[src/rtl/radix4_approx_mult_seq_pkg.sv]
// Shared types and the digit-recoding rule for the sequential radix-4 approximate multiplier.
// The bench imports eff_digit so that hardware and reference model agree on which digits are approximated.
package radix4_approx_pkg;

   typedef enum logic [1:0] {
      IDLE = 2'd0,
      BUSY = 2'd1,
      DONE = 2'd2
   } state_t;

   typedef enum logic [2:0] {
      SEL_0  = 3'd0,
      SEL_X  = 3'd1,
      SEL_2X = 3'd2,
      SEL_3X = 3'd3,
      SEL_4X = 3'd4
   } sel_t;

   // A digit of 3 inside the approximation window becomes 4, so 3x is never needed there.
   function automatic sel_t eff_digit(input logic [1:0]  d,
                                      input int unsigned idx,
                                      input logic        approx,
                                      input int unsigned approx_digits);
      sel_t sel;
      case (d)
         2'd0:    sel = SEL_0;
         2'd1:    sel = SEL_X;
         2'd2:    sel = SEL_2X;
         default: sel = (approx && (idx < approx_digits)) ? SEL_4X : SEL_3X;
      endcase
      return sel;
   endfunction

endpackage

[src/rtl/radix4_approx_mult_seq_pp_sel.sv]
// Partial-product mux: picks 0, x, 2x, 3x or 4x for the current radix-4 digit.
// 4x and 2x are free shifts; 3x arrives precomputed from the top.
module radix4_pp_sel
   import radix4_approx_pkg::*;
#(
   parameter int unsigned WIDTH         = 34,
   parameter int unsigned APPROX_DIGITS = 8,
   parameter int unsigned CW            = 5
) (
   input  logic [1:0]       digit,
   input  logic [CW-1:0]    idx,
   input  logic             approx,
   input  logic [WIDTH-1:0] x,
   input  logic [WIDTH+1:0] x3,
   output logic [WIDTH+1:0] pp
);

   sel_t sel;

   always_comb begin
      // NOTE: pp gets a default before the case so no path leaves it unassigned (no latch).
      pp  = '0;
      sel = eff_digit(digit, 32'(idx), approx, APPROX_DIGITS);
      case (sel)
         SEL_X:   pp = {2'b00, x};
         SEL_2X:  pp = {1'b0, x, 1'b0};
         SEL_3X:  pp = x3;
         SEL_4X:  pp = {x, 2'b00};
         default: pp = '0;
      endcase
   end

endmodule

[src/rtl/radix4_approx_mult_seq.sv]
// Iterative radix-4 approximate unsigned multiplier: one multiplier digit per clock,
// valid/ready on both sides, product held until the consumer takes it.
module radix4_approx_mult_seq #(
   parameter int unsigned WIDTH         = 34,
   parameter int unsigned APPROX_DIGITS = 8
) (
   input  logic                 clk,
   input  logic                 rst_n,
   input  logic                 in_valid,
   output logic                 in_ready,
   input  logic [WIDTH-1:0]     x,
   input  logic [WIDTH-1:0]     y,
   input  logic                 approx,
   output logic                 out_valid,
   input  logic                 out_ready,
   output logic [2*WIDTH-1:0]   p
);
   import radix4_approx_pkg::*;

   localparam int unsigned NDIG = WIDTH / 2;
   localparam int unsigned CW   = $clog2(NDIG);
   localparam int unsigned AW   = 2 * WIDTH + 2;
   localparam logic [CW-1:0] LAST_IDX = CW'(NDIG - 1);

   state_t             state;
   logic [CW-1:0]      cnt;
   logic [WIDTH-1:0]   x_reg;
   logic [WIDTH-1:0]   y_reg;
   logic [WIDTH+1:0]   x3_reg;
   logic               approx_reg;
   logic [AW-1:0]      acc;

   logic [WIDTH+1:0]   x3_in;
   logic [WIDTH+1:0]   pp;
   logic [WIDTH+2:0]   sum_hi;
   logic [AW-1:0]      acc_next;

   assign in_ready = (state == IDLE);
   assign p        = acc[2*WIDTH-1:0];
   assign x3_in    = {2'b00, x} + {1'b0, x, 1'b0};

   radix4_pp_sel #(
      .WIDTH         (WIDTH),
      .APPROX_DIGITS (APPROX_DIGITS),
      .CW            (CW)
   ) u_pp_sel (
      .digit  (y_reg[1:0]),
      .idx    (cnt),
      .approx (approx_reg),
      .x      (x_reg),
      .x3     (x3_reg),
      .pp     (pp)
   );

   // Each partial product enters at bit WIDTH and the whole accumulator drifts down two
   // bits per digit, so after NDIG digits the first one lands at bit 0. The shifted-out
   // bits are always zero, which keeps the product exact modulo 2^(2*WIDTH).
   assign sum_hi   = {1'b0, acc[AW-1:WIDTH]} + {1'b0, pp};
   assign acc_next = AW'({sum_hi, acc[WIDTH-1:2]});

   always_ff @(posedge clk or negedge rst_n) begin
      if (!rst_n) begin
         state      <= IDLE;
         cnt        <= '0;
         x_reg      <= '0;
         y_reg      <= '0;
         x3_reg     <= '0;
         approx_reg <= 1'b0;
         acc        <= '0;
         out_valid  <= 1'b0;
      end else begin
         // NOTE: all state here uses non-blocking assignments so every register sees pre-edge values.
         case (state)
            IDLE: begin
               if (in_valid) begin
                  x_reg      <= x;
                  y_reg      <= y;
                  x3_reg     <= x3_in;
                  approx_reg <= approx;
                  acc        <= '0;
                  cnt        <= '0;
                  state      <= BUSY;
               end
            end
            BUSY: begin
               acc   <= acc_next;
               y_reg <= y_reg >> 2;
               cnt   <= cnt + CW'(1);
               if (cnt == LAST_IDX) begin
                  state     <= DONE;
                  out_valid <= 1'b1;
               end
            end
            DONE: begin
               if (out_ready) begin
                  state     <= IDLE;
                  out_valid <= 1'b0;
               end
            end
            default: begin
               state     <= IDLE;
               out_valid <= 1'b0;
            end
         endcase
      end
   end

endmodule

[config.mk]
export PLATFORM = sky130hd
export DESIGN_NAME = radix4_approx_mult_seq
export DESIGN_NICKNAME = d
export VERILOG_FILES = /design/src/rtl/radix4_approx_mult_seq_pkg.sv /design/src/rtl/radix4_approx_mult_seq_pp_sel.sv /design/src/rtl/radix4_approx_mult_seq.sv
export SDC_FILE = /design/constraint.sdc
export NUM_CORES = 1
export LEC_CHECK = 0
export CAP_MARGIN = 15
export CORE_MARGIN = 2
export CORE_UTILIZATION = 55
export CTS_CLUSTER_SIZE = 40
export DETAILED_ROUTE_END_ITERATION = 10
export PLACE_DENSITY = 0.81
export SLEW_MARGIN = 20
export SYNTH_ARGS = -nofsm -noshare
export SYNTH_HDL_FRONTEND = slang
export SYNTH_SLANG_ARGS = --single-unit
[constraint.sdc]
create_clock -name clk -period 4.2 [get_ports clk]
set_input_delay 0.63 -clock clk [delete_from_list [all_inputs] [get_ports clk]]
set_output_delay 0.63 -clock clk [all_outputs]
set_load 0.005 [all_outputs]
==> results.cfg, run 1 <==
[outcome]
status = finished clean

[finish]
regArea_mm2 = 0.00453
design_area_mm2 = 0.0145
area_growth_pct = 13.4
drive_gt1_share_pct = 5.39
nets = 1692
multiInputGateArea_mm2 = 0.00731
n_antenna_cell = 0
fillers = 1937
largest_register_ffs = 69

[worst_setup_path]
startpoint_type = flop
critPathMaxFanout = 36
critical_path_arrival_ns = 4.23
r2r-start = cnt[3]
path_cells = nor3b_2, buf_12, mux2i_1, a21oi_1, a22o_1, ha_1, nand2_1, o21ai_0, nor2_1, a211oi_1, o21ai_0, xor2_1, o21ai_0
worst_setup_path_end_kind = flop
required_ns = 4.56
reg2reg_slack_ns = 0.33
cp_common_cell = o21ai_0
rr_endpoint = acc[60]
critPathSlowestCell = a211oi_1
slowest_delay_ns = 0.48
worst-r2r-cell-count = 13
criticalPathCategory = flop to flop

[power]
pwr-share-clk_pct = 13.9
internal_power_mw = 6.10
p_sw_share_pct = 45.2
power_frac_comb_pct = 55.3
pwr-share-seq_pct = 30.8
ir_worst_vdd_uv = 394
switching_power_mw = 5.03
power_density_mw_per_mm2 = 766
leakagePower_nw = 6.36

[grt]
grt_max_degree = 80
grt_use_total_pct = 27.2
grt-ovfl-total = 0
grt_pass1_wl_mm = 53.9
grt_pass1_vias = 10500
antenna_found_initial = 0

[synthesis]
avgSynthCellArea_um2 = 8.38
synth_area_mm2 = 0.0128
synth_top_area_share_pct = 35.3
synth_cells = 1530
yosysWarnings = 0
ys.flop_type = dfrtp_1
yosys_register_bits = 181
synth_edf_count = 0
synth_top_area_cell = dfrtp_1
synth_nets = 1677
netlist_top_cells_area = dfrtp_1 (35%), ha_1 (7.0%), nand2_1 (6.7%)
yosysUniqueCellTypes = 76
seq_area_frac_synth_pct = 35.3
synth-async-reset-ratio_pct = 100

[die]
io_pins = 143
rows = 55
chipWidth_um = 157
initial_core_util_pct = 56.3
die_h_um = 157
fp.coreArea_mm2 = 0.0228
die-area_mm2 = 0.0245

[sta]
fin_crit_ns = 3.87
max_freq_mhz = 258
setup_violations = 0
slew_headroom_pct = 46.5
whs_ns = 0.236
fin_skew_ns = 0.0188
worst_slew_pin_slew_ns = 0.801
slew_viol_final = 0
fin_tns_setup_ns = 0
hold_viol = 0
layout_worst_path_cycle_share_pct = 92.2
rsz0062_at_grt = false

[clocking]
clock_sinks = 181
clock_path_buffers = 2
cts_hold_buf = 0
clk_latency_ns = 0.44
postCtsSetupRepairBufs = 0
cts_made_buffers = 17
cts_tree = done
clk_pin_slew_ns = 0.07
ctsResizeCount = 0
clockRootBuffer = clkbuf_16
h-tree-depth = 4

[placement]
dpl.hpwl_mm = 24.8
portBuffers = 142
gp_congestion = 0.940
placed_area_mm2 = 0.0140

[route]
post_drt_wl_per_cell_um = 17.7
ant_nets = 0
wirelength_mm = 33.2
drt_iter0_drc = 1014
vias = 11300
dr.pass1.iters = 6
avgViaCountPerCell = 6.05
drc_errors = 0

[flow_run]
cap_violations = 0

[min_path]
worstHoldPathType = primary input to asynchronous set/reset pin
cell families after synthesis:
group | synth area share (%)
buffers and inverters | 7.97
AND/OR/NAND/NOR | 17.8
adder cells (fa/ha/maj) | 7.34
XOR/XNOR | 2.80
AO/OA/AOI/OAI | 25.8
flip-flops | 35.3
multiplexers | 2.90
cell usage after synthesis, types with 8 or more instances:
master	n
or3_1	9
a31oi_1	8
xor2_1	26
o31ai_1	8
nor2_1	87
nand2b_1	8
buf_1	9
nand2_1	230
nor2b_1	44
a22oi_1	38
a21o_1	25
a21oi_1	139
a22o_1	67
clkbuf_1	84
o211ai_1	14
o2111ai_1	8
dfrtp_1	181
nand3_1	45
nand4_1	24
mux2i_1	36
o21ai_0	119
inv_1	32
o21bai_1	9
and2_1	8
xnor2_1	15
buf_4	69
ha_1	72
through the flow:
step / worst slack [ns] / utilization (%) / total power, mW / std cells
after floorplan: 0.525 / - / 7.82 / 1530
after global placement: 0.630 / 61.3 / 9.27 / 1839
after detailed placement: 0.497 / 61.3 / 9.47 / 1839
after CTS: 0.426 / 63.8 / 11.0 / 1871
after global routing: 0.0455 / 63.8 / 12.0 / 1871
final: 0.326 / 63.8 / 11.1 / 1871
power by group through the flow:
| stage | clock network [mW] | logic, mW | registers (mW) |
|---|---|---|---|
| floorplan | 0 | 4.76 | 3.06 |
| global placement | 0 | 5.88 | 3.39 |
| detailed placement | 0 | 6.05 | 3.42 |
| CTS | 1.57 | 6.09 | 3.40 |
| global route | 1.64 | 6.83 | 3.52 |
| finish | 1.54 | 6.16 | 3.42 |
worst max-delay path by stage:
stage | depth (start not counted) | end | slack [ns] | start
after floorplan | 15 | acc[63] | 0.53 | cnt[3]
after global placement | 13 | acc[60] | 0.63 | cnt[3]
after detailed placement | 13 | acc[60] | 0.50 | cnt[3]
after CTS | 13 | acc[60] | 0.43 | cnt[3]
after global routing | 13 | acc[60] | 0.05 | cnt[3]
final | 13 | acc[60] | 0.33 | cnt[3]
cell usage in the layout, fill, tap and decap left out, types with 25 or more instances in the layout:
cell,count
nand2_1,230
dfrtp_1,180
clkdlybuf4s50_1,141
a21oi_1,139
o21ai_0,119
nor2_1,87
ha_1,72
a22o_1,67
nand3_1,45
nor2b_1,40
a22oi_1,38
mux2i_1,36
inv_1,32
xor2_1,26
a21o_1,25
per-layer routing:
layer	global-route usage, %	vias to the layer above	part of all wire [%]
met1	40.2	5426	48
met2	42.0	370	45
met3	3.46	43	5.2
li1	-	5483	-
met4	7.86	0	2.1
met5	0	-	0
layout make-up:
| type | instances | share of cell area [%] |
|---|---|---|
| Multi-Input combinational cell | 1148 | 50.3 |
| Sequential cell | 181 | 31.2 |
| Timing Repair Buffer | 165 | 11.1 |
| Clock buffer | 18 | 2.95 |
| Tap cell | 313 | 2.70 |
| Clock inverter | 14 | 0.973 |
| Inverter | 32 | 0.827 |
critical path, delay by kind of cell (launching register included):
| family | cells | cell delay, ns |
|---|---|---|
| xor+xnor | 1 | 0.21 |
| buf+inv | 1 | 0.28 |
| compound gates | 6 | 1.67 |
| simple gates | 3 | 0.50 |
| flops | 1 | 0.43 |
| mux | 1 | 0.26 |
| fa+ha+maj | 1 | 0.40 |
Power figures use the tool's default switching activity.
==> inputs of run 2 (changes only) <==
CTS_CLUSTER_SIZE = 25   (was 40)
==> results of run 2 <==
No change in the layout: final DEF, timing and power equal those of run 1.
